`src/rtl/sync_fifo.sv`:
```
// sync_fifo: single-clock parametrised FIFO with fill level, programmable
// almost-full / almost-empty thresholds, standard or first-word-fall-through
// read mode, and sticky overflow / underflow error flags.
//
// Ports:
//   clk, rst_n                  clock (rising edge), async active-low reset
//   wr_data, wr_en              write word and write request
//   wr_full, wr_almost_full     level == DEPTH, level >= AFULL_THRESH
//   rd_en                       read request (FWFT: acknowledge of head word)
//   rd_data, rd_valid           read word and its valid qualifier
//   rd_empty, rd_almost_empty   level == 0, level <= AEMPTY_THRESH
//   fill_level                  number of stored words, 0..DEPTH
//   err_clr                     synchronous clear of the sticky error flags
//   overflow, underflow         sticky error flags
module sync_fifo #(
    parameter int DATA_WIDTH    = 4,
    parameter int ADDR_WIDTH    = 8,
    parameter int FWFT          = 0,
    parameter int AFULL_THRESH  = 2**ADDR_WIDTH - 2,
    parameter int AEMPTY_THRESH = 2
) (
    input  logic                  clk,
    input  logic                  rst_n,
    input  logic [DATA_WIDTH-1:0] wr_data,
    input  logic                  wr_en,
    output logic                  wr_full,
    output logic                  wr_almost_full,
    input  logic                  rd_en,
    output logic [DATA_WIDTH-1:0] rd_data,
    output logic                  rd_valid,
    output logic                  rd_empty,
    output logic                  rd_almost_empty,
    output logic [ADDR_WIDTH:0]   fill_level,
    input  logic                  err_clr,
    output logic                  overflow,
    output logic                  underflow
);
    localparam int DEPTH = 2**ADDR_WIDTH;

    // Parameter legality, rejected at elaboration.
    if (ADDR_WIDTH < 2 || ADDR_WIDTH > 12) begin : g_bad_addr_width
        $error("sync_fifo: ADDR_WIDTH must be in 2..12");
    end
    if (DATA_WIDTH < 1) begin : g_bad_data_width
        $error("sync_fifo: DATA_WIDTH must be >= 1");
    end
    if (FWFT != 0 && FWFT != 1) begin : g_bad_fwft
        $error("sync_fifo: FWFT must be 0 or 1");
    end
    if (AFULL_THRESH < 1 || AFULL_THRESH > DEPTH) begin : g_bad_afull
        $error("sync_fifo: AFULL_THRESH must be in 1..DEPTH");
    end
    if (AEMPTY_THRESH < 0 || AEMPTY_THRESH > DEPTH - 1) begin : g_bad_aempty
        $error("sync_fifo: AEMPTY_THRESH must be in 0..DEPTH-1");
    end

    localparam logic [ADDR_WIDTH:0] LVL_FULL = (ADDR_WIDTH+1)'(DEPTH);
    localparam logic [ADDR_WIDTH:0] LVL_AF   = (ADDR_WIDTH+1)'(AFULL_THRESH);
    localparam logic [ADDR_WIDTH:0] LVL_AE   = (ADDR_WIDTH+1)'(AEMPTY_THRESH);

    logic [DATA_WIDTH-1:0] mem [DEPTH];
    logic [ADDR_WIDTH-1:0] wr_ptr;
    logic [ADDR_WIDTH-1:0] rd_ptr;
    logic [ADDR_WIDTH:0]   level;
    logic [ADDR_WIDTH:0]   level_nxt;
    logic                  wa;
    logic                  ra;

    // Acceptance uses the registered flags, so wr_en/rd_en never reach a
    // flag combinationally; both sides decide on the pre-edge state.
    assign wa = wr_en & ~wr_full;
    assign ra = rd_en & ~rd_empty;

    always_comb begin
        level_nxt = level;
        if (wa && !ra) begin
            level_nxt = level + (ADDR_WIDTH+1)'(1);
        end else if (ra && !wa) begin
            level_nxt = level - (ADDR_WIDTH+1)'(1);
        end
    end

    // Storage is not reset.
    always_ff @(posedge clk) begin
        if (wa) begin
            mem[wr_ptr] <= wr_data;
        end
    end

    always_ff @(posedge clk or negedge rst_n) begin
        if (!rst_n) begin
            wr_ptr          <= '0;
            rd_ptr          <= '0;
            level           <= '0;
            wr_full         <= 1'b0;
            wr_almost_full  <= 1'b0;
            rd_empty        <= 1'b1;
            rd_almost_empty <= 1'b1;
            overflow        <= 1'b0;
            underflow       <= 1'b0;
        end else begin
            if (wa) begin
                wr_ptr <= wr_ptr + ADDR_WIDTH'(1);
            end
            if (ra) begin
                rd_ptr <= rd_ptr + ADDR_WIDTH'(1);
            end
            level           <= level_nxt;
            wr_full         <= (level_nxt == LVL_FULL);
            wr_almost_full  <= (level_nxt >= LVL_AF);
            rd_empty        <= (level_nxt == '0);
            rd_almost_empty <= (level_nxt <= LVL_AE);
            // A new error in the same cycle as err_clr keeps the flag set.
            overflow  <= (wr_en & wr_full)  | (overflow  & ~err_clr);
            underflow <= (rd_en & rd_empty) | (underflow & ~err_clr);
        end
    end

    assign fill_level = level;

    if (FWFT == 0) begin : g_std
        logic [DATA_WIDTH-1:0] rd_data_q;
        logic                  rd_valid_q;

        always_ff @(posedge clk or negedge rst_n) begin
            if (!rst_n) begin
                rd_data_q  <= '0;
                rd_valid_q <= 1'b0;
            end else begin
                rd_valid_q <= ra;
                if (ra) begin
                    rd_data_q <= mem[rd_ptr];
                end
            end
        end

        assign rd_data  = rd_data_q;
        assign rd_valid = rd_valid_q;
    end else begin : g_fwft
        // Head word straight from the array. Masked to zero while empty so
        // the output is stable and matches the reset value.
        assign rd_data  = rd_empty ? '0 : mem[rd_ptr];
        assign rd_valid = ~rd_empty;
    end
endmodule

```
`config.mk`:
```
export PLATFORM = sky130hd
export DESIGN_NAME = sync_fifo
export DESIGN_NICKNAME = d
export VERILOG_FILES = /design/src/rtl/sync_fifo.sv
export SDC_FILE = /design/constraint.sdc
export NUM_CORES = 1
export LEC_CHECK = 0
export CORE_MARGIN = 2
export CORE_UTILIZATION = 60
export CTS_CLUSTER_DIAMETER = 150
export DETAILED_ROUTE_END_ITERATION = 10
export PLACE_DENSITY = 0.76
export SYNTH_ARGS = -nofsm -noshare
export SYNTH_HDL_FRONTEND = slang
export SYNTH_SLANG_ARGS = --single-unit
```
`constraint.sdc`:
```
create_clock -name clk -period 4.3 [get_ports clk]
set_clock_uncertainty 0.05 [all_clocks]
set_input_delay 0.86 -clock clk [delete_from_list [all_inputs] [get_ports clk]]
set_output_delay 0.86 -clock clk [all_outputs]
set_load 0.05 [all_outputs]
```
## After elaboration in Yosys (flattened, before gate mapping)

Memories as Yosys holds them, arrays and structs flattened. A register that Yosys moved wholly into a read port is not among the register bits.
Cells that the tools add are included.

| word-level totals | value |
|---|---|
| register bits after elaboration | 32 |
| RAM bits | 1024 |
| input port bits | 9 |
| output and inout bits | 20 |
| logic and storage cells | 39 |
| memories | 1 |

| cells by class | value |
|---|---|
| add/sub/neg operators | 4 |
| order comparisons | 2 |
| equality and inequality tests | 1 |
| mux-type cells | 4 |
| bitwise gates (word level) | 11 |
| reductions and logical operators | 6 |

Memories:

| memory | words | bits a word | rd ports | clocked after memory_dff | write ports | line | source |
|---|---|---|---|---|---|---|---|
| mem | 256 | 4 | 1 | 1 | 1 | 61 | `logic [DATA_WIDTH-1:0] mem [DEPTH];` |

Operators with widths:

| kind | count |
|---|---|
| $mux W9 | 2 |
| $add A8 B1 Y8 const B | 2 |
| $add A9 B1 Y9 const B | 1 |
| $eq A9 B9 Y1 const B | 1 |
| $ge A9 B8 Y1 const B | 1 |
| $le A9 B2 Y1 const B | 1 |
| $logic_not A9 Y1 | 1 |
| $sub A9 B1 Y9 const B | 1 |
| $and A1 B1 Y1 | 6 |
| $logic_not A1 Y1 | 3 |
| $not A1 Y1 | 3 |
| $logic_and A1 B1 Y1 | 2 |
| $mux W1 | 2 |
| $or A1 B1 Y1 | 2 |

## Logic depth before layout (Yosys ltp)

Gate-level depths: netlist of run 1.

| depth | value |
|---|---|
| depth in word-level cells | 7 |
| gate-level depth with buffers | 11 |
| gate-level depth less buffers | 7 |

## Worst setup path before layout of run 1

Ideal clock, no wire load.

| timing | value |
|---|---|
| path type | input port to flip-flop |
| start | input port wr_en |
| end | memory mem[100][0], enable pin |
| library setup time | 329 ps |
| arrival time | 2181 ps |
| data required time | 3921 ps |
| path slack | 1739 ps |
| stages on the path | 6 |
| buffers on the path | 3 |
| cell sequence | nor2b_1 -> clkbuf_1 -> buf_1 -> nand3_1 -> clkbuf_1 -> nor2_1 |

| between the ends | value |
|---|---|
| longest elaborated chain between the ends | 3 |

Ends and longest elaborated chain:

| element | line | source |
|---|---|---|
| from (decl) | 25 | `input logic wr_en,` |
| $and A1 B1 Y1 | 71 | `assign wa = wr_en & ~wr_full;` |
| $mux W1 | 85 | `if (wa) begin` |
| $mux W1 (implied by the code) | 86 | `mem[wr_ptr] <= wr_data;` |
| to (decl) | 61 |  |

Every way passes these cells.

==> results.json, run 1 <==
{
  "cts_resized": 0,
  "layout.nets": 2348,
  "cp-startpoint": "rd_ptr[0]",
  "clk_path_buf_depth": 3,
  "die_w_um": 269.8,
  "synth-async-reset-ratio_pct": 3.396,
  "tightestPinTransition_ns": 1.140,
  "postSynthAreaPerCell_um2": 18.77,
  "cp_max_fo": 25,
  "ir_worst_vdd_mv": 0.4638,
  "cp_cell_sequence": "buf_12 > buf_4 > mux4_2 > a22oi_1 > nand3_1 > a2111oi_0 > o32ai_1",
  "max-slew-margin-rel_pct": 23.85,
  "crit_path_end": "rd_data[1]",
  "hpwl_um": 66510,
  "synth_compound_area_share_pct": 2.980,
  "cts_setup_buffers": 0,
  "cts_tree": "done",
  "cp_top_family": "compound AO/OA/AOI/OAI gates",
  "required_ns": 4.78,
  "synth_cell_types": 66,
  "tns_ns": 0,
  "leakagePower_nw": 14.86,
  "core_area_um2": 70030,
  "setup_viol": 0,
  "area_growth_syn_to_layout_pct": 11.40,
  "clk_pin_slew_ns": 0.07,
  "synth.net_count": 2275,
  "report.final.slew_viol_count": 0,
  "start_kind": "flip-flop",
  "path_depth": 7,
  "n_fill_cell": 4311,
  "critical-path-slowest-cell": "a2111oi_0",
  "synth-adder-area-share_pct": 0.2066,
  "stdcell_count": 3355,
  "reg2reg_from": "rd_ptr[0]",
  "ant_nets": 0,
  "reg2reg_slack_ns": 0.54,
  "grt_pass1_wl_um": 156800,
  "grtUsageTotal_pct": 29.64,
  "start_util_pct": 60.55,
  "synth_top_area_share_pct": 72.52,
  "vias": 22834,
  "hold_violations": 0,
  "dp.cells": 3169,
  "die-area_um2": 72810,
  "antenna_found_initial": 1,
  "period_minus_slack_ns": 3.762,
  "rows": 97,
  "wire_per_inst_um": 31.66,
  "boundaryPins": 29,
  "grt_max_degree": 119,
  "die_y_um": 269.8,
  "clkLatencyLatePin_ns": 0.69,
  "worstReg2RegEnd": "rd_data[1]",
  "crit_type": "reg2reg",
  "slowest_delay_ns": 0.86,
  "ys_warn_count": 0,
  "numCtsBuffers": 101,
  "path_buf_inv": 2,
  "hold_buffers": 0,
  "yosys.area_share.simple_pct": 4.961,
  "clock-root-buffer": "clkbuf_16",
  "finalPower_mw": 29.94,
  "synthMuxAreaShare_pct": 14.87,
  "hold_path_class": "in2async",
  "synth_cells": 2259,
  "rsz0062_at_grt": "no",
  "grt_pass1_vias": 22978,
  "drt_pass1_iterations": 6,
  "gp_congestion": 0.9168,
  "viasPerCell": 6.806,
  "synth_top_family_by_area": "multiplexers",
  "min_period_over_period_pct": 87.49,
  "synthTopCellsByArea": "edfxtp_1 73%, mux4_2 12%, mux2i_1 2.6%",
  "syn_area_um2": 42400,
  "totalWireLength_um": 106200,
  "p_per_area_nw_per_um2": 634.0,
  "status": "finished, final reports clean",
  "grt-ovfl-total": 0,
  "synth-edff-count": 1024,
  "fmax_mhz": 265.8,
  "drt_iter0_markers": 3602,
  "reg2reg_depth": 7,
  "synthFlopType": "edfxtp_1",
  "clock_sinks": 1060,
  "htreeDepth": 3,
  "drv_cap": 0,
  "endpoint_kind": "flip-flop",
  "place.port_buffers": 28,
  "final_cell_mix": "1,024 x edfxtp_1, 277 x nor2_1, 219 x mux4_2",
  "drive_gt1_share_pct": 20.67,
  "mostFrequentLayoutCell": "edfxtp_1",
  "yosysSeqAreaShare_pct": 74.65,
  "ys_ff_latch": 1060,
  "arrival_ns": 4.25,
  "drc": 0,
  "synthXorXnorAreaFrac_pct": 0.4545,
  "synth_top_area_cell": "edfxtp_1"
}
## cell type report
type | count | area, µm² | share of cell area [%]
sequential | 1060 | 31660 | 67.04
multi-input combinational | 1045 | 9957 | 21.08
clock buffer | 124 | 2685 | 5.685
tap | 940 | 1176 | 2.490
timing repair buffer | 109 | 1064 | 2.252
clock inverter | 61 | 625.6 | 1.325
inverter | 15 | 57.56 | 0.1219
antenna | 1 | 2.502 | 0.005298
## where the power goes
part           switching (mW)  internal [mW]  leakage, nW
clock                    3.79           5.15         1.63
sequential              0.554           11.6         9.64
combinational            5.34           3.54         3.60
total                    9.68           20.3         14.9
## kinds of logic after synthesis
logic type / after synthesis
compound gates: 176
flops: 1060
mux: 353
simple gates: 487
fa+ha+maj: 7
buf+inv: 154
xor+xnor: 22
## cell usage after synthesis, drive strengths merged (4+ instances only)
| library cell | count |
|---|---|
| mux2i | 109 |
| nand3 | 43 |
| a31oi | 7 |
| dfrtp | 34 |
| a21oi | 29 |
| nor3 | 7 |
| nand2b | 8 |
| mux2 | 25 |
| a221oi | 24 |
| o2111ai | 4 |
| nor2b | 15 |
| a211oi | 8 |
| o21ai | 26 |
| nor4 | 5 |
| or2 | 9 |
| a22oi | 30 |
| clkbuf | 66 |
| a2111oi | 7 |
| nor2 | 279 |
| o32ai | 4 |
| xnor2 | 19 |
| mux4 | 219 |
| edfxtp | 1024 |
| inv | 14 |
| and3 | 8 |
| o22ai | 6 |
| nand4 | 11 |
| and2 | 6 |
| ha | 7 |
| buf | 73 |
| o211ai | 5 |
| nand2 | 84 |
## worst reg2reg max path: stages (launching register included)
cell and delay [ns]:
dfrtp_4 0.73, buf_12 0.32, buf_4 0.37, mux4_2 0.55, a22oi_1 0.36, nand3_1 0.21, a2111oi_0 0.86, o32ai_1 0.16
## stage by stage
step                      hold slack, ns  setup WS [ns]  util (%)  cell area, µm²
after global placement            0.4213         0.7432     62.72           43920
after global routing              0.3467         0.4313     67.44           47230
after CTS                         0.2914         0.6076     67.44           47230
final                             0.2954         0.5381     67.45           47230
after floorplan                   0.4006          1.739         -           42400
after detailed placement          0.4323         0.6424     62.72           43920
## flip-flops by register name (all words and copies together), names as in the netlist
register / count
underflow: 1
rd_ptr: 8
wr_full: 1
wr_ptr: 8
rd_almost_empty: 1
rd_data: 4
mem: 1024
rd_empty: 1
rd_valid: 1
wr_almost_full: 1
fill_level: 9
overflow: 1
## per-layer routing
metal | global-route usage, % | up-vias | part of all wire [%]
li1 | - | 9224 | -
met1 | 41.62 | 11700 | 36
met2 | 45.82 | 1662 | 47
met3 | 7.210 | 248 | 12
met4 | 11.37 | 0 | 3.8
met5 | 0 | - | 0
## worst min path at each step
stage	slack [ns]	end
finish	0.30	rd_ptr[2]
floorplan	0.40	rd_ptr[7]
global route	0.35	wr_full
global placement	0.42	rd_ptr[7]
CTS	0.29	wr_full
detailed placement	0.43	rd_ptr[7]
Power figures use the tool's default switching activity.
==> run 2: changes to the inputs <==
--- a/config.mk
+++ b/config.mk
@@ -9,6 +9,7 @@
 export CORE_UTILIZATION = 60
 export CTS_CLUSTER_DIAMETER = 150
 export DETAILED_ROUTE_END_ITERATION = 10
+export DONT_BUFFER_PORTS = 1
 export PLACE_DENSITY = 0.76
 export SYNTH_ARGS = -nofsm -noshare
 export SYNTH_HDL_FRONTEND = slang
==> constraint.sdc (replaced) <==
create_clock -name clk -period 4.3 [get_ports clk]
set_clock_uncertainty 0.05 [all_clocks]
set_input_delay 0.645 -clock clk [delete_from_list [all_inputs] [get_ports clk]]
set_output_delay 0.645 -clock clk [all_outputs]
set_load 0.05 [all_outputs]
==> results.json, run 2 (synthesized netlist as in run 1, its figures left out) <==
{
  "grt-ovfl-total": 0,
  "numCtsBuffers": 99,
  "rsz0062_at_grt": "no",
  "endpoint_kind": "flip-flop",
  "clock_sinks": 1060,
  "clock-root-buffer": "clkbuf_16",
  "grt_pass1_vias": 22658,
  "antenna_found_initial": 1,
  "n_fill_cell": 4367,
  "min_period_over_period_pct": 89.77,
  "final_util_pct": 67.02,
  "place.port_buffers": 0,
  "area_growth_syn_to_layout_pct": 10.69,
  "clk_path_buf_depth": 3,
  "hold_path_class": "in2reg",
  "clkLatencyLatePin_ns": 0.67,
  "grt_max_degree": 257,
  "rows": 97,
  "totalWireLength_um": 105200,
  "die_w_um": 269.8,
  "largest_reg_flops": 1024,
  "final_cell_mix": "1,024 x edfxtp_1, 278 x nor2_1, 219 x mux4_2",
  "period_minus_slack_ns": 3.860,
  "cts_setup_buffers": 0,
  "tightestPinTransition_ns": 1.232,
  "cp_max_fo": 34,
  "regMostFlops": "mem",
  "start_util_pct": 60.55,
  "reg2reg_slack_ns": 0.44,
  "cts_tree": "done",
  "grtUsageTotal_pct": 29.33,
  "crit_type": "reg2reg",
  "clk_pin_slew_ns": 0.07,
  "drive_gt1_share_pct": 20.82,
  "mostFrequentLayoutCell": "edfxtp_1",
  "layout.nets": 2327,
  "required_ns": 4.74,
  "htreeDepth": 3,
  "drc": 0,
  "wire_per_inst_um": 31.53,
  "grt_pass1_wl_um": 154900,
  "boundaryPins": 29,
  "die_y_um": 269.8,
  "hpwl_um": 63800,
  "drt_iter0_markers": 3824,
  "report.final.slew_viol_count": 0,
  "setup_viol": 0,
  "p_per_area_nw_per_um2": 631.6,
  "drv_cap": 0,
  "hold_violations": 0,
  "ant_nets": 0,
  "ir_worst_vdd_mv": 0.3460,
  "drt_pass1_iterations": 7,
  "viasPerCell": 6.842,
  "design_area_um2": 46930,
  "max-slew-margin-rel_pct": 17.49,
  "arrival_ns": 4.30,
  "vias": 22826,
  "leakagePower_nw": 14.74,
  "fmax_mhz": 259.1,
  "dpl-instance-area_um2": 43630,
  "gp_congestion": 0.9274,
  "die-area_um2": 72810,
  "start_kind": "flip-flop",
  "tns_ns": 0,
  "core_area_um2": 70030,
  "status": "finished, final reports clean"
}
run 2: cell count changes in the layout (fill, tap and decap cells not counted), moves of 4 or more:
cell and delta:
buf_12 -4, clkbuf_1 +5, buf_4 +12, clkdlybuf4s50_1 -23
clkinv_1 -6, buf_6 -4
run 2: final cells by class:
class                   count  area, µm²  area share, %
inverters                  15      57.56         0.1226
flip-flops and latches   1060      31670          67.47
well taps                 940       1176          2.506
diodes                      4      10.01        0.02133
clock inverters            58      650.6          1.386
repair buffers             90      803.3          1.712
clock buffers             124       2613          5.567
multi-input cells        1045       9955          21.21
run 2: per-layer routing:
| metal | track usage, % | vias up | routed length (µm) |
|---|---|---|---|
| li1 | - | 9202 | - |
| met1 | 41.88 | 11709 | 39470 |
| met2 | 44.67 | 1632 | 49140 |
| met3 | 6.526 | 283 | 12140 |
| met4 | 12.11 | 0 | 4424 |
| met5 | 0 | - | 0 |
run 2: per-stage QoR:
step	hold WS [ns]	power, mW	worst slack [ns]	instances
2_1_floorplan	0.2994	17.81	1.906	2259
3_3_place_gp	0.3001	20.65	0.4393	3148
3_5_place_dp	0.3000	20.75	0.5174	3148
4_1_cts	0.03066	29.54	0.4905	3332
5_1_grt	0.02147	30.38	0.4503	3332
6_report	0.03643	29.64	0.4399	3336
run 2: power by group:
group | internal (mW) | total (mW) | switching [mW]
Combinational | 3.52 | 8.35 | 4.83
Clock | 5.10 | 8.86 | 3.77
Sequential | 11.6 | 12.4 | 0.869
run 2: timing repair:
| item | in CTS | in global routing |
|---|---|---|
| endpoints found under the hold margin | 36 | 0 |
| gates resized for setup | 0 | 0 |
| hold buffers | 2 | 0 |
run 2: final timing paths:
kind / start / endpoint / depth (start not counted)
setup reg to reg: rd_ptr[0] / rd_data[0] / 8
max in group asynchronous: rst_n / rd_almost_empty / 2
hold / removal: wr_data[0] / mem[116][0] / 0
min in group asynchronous: rst_n / wr_ptr[6] / 2
hold reg to reg: rd_ptr[7] / rd_ptr[7] / 1
setup / recovery: rd_ptr[0] / rd_data[0] / 8
run 2: critical path: stages, from the launching register on:
cell and delay [ns]:
dfrtp_4 0.78, buf_12 0.33, nor2b_2 0.96, buf_4 0.31, a221oi_1 0.09, o21ai_0 0.15, a32oi_1 0.19, o41ai_1 0.64
o32ai_1 0.16
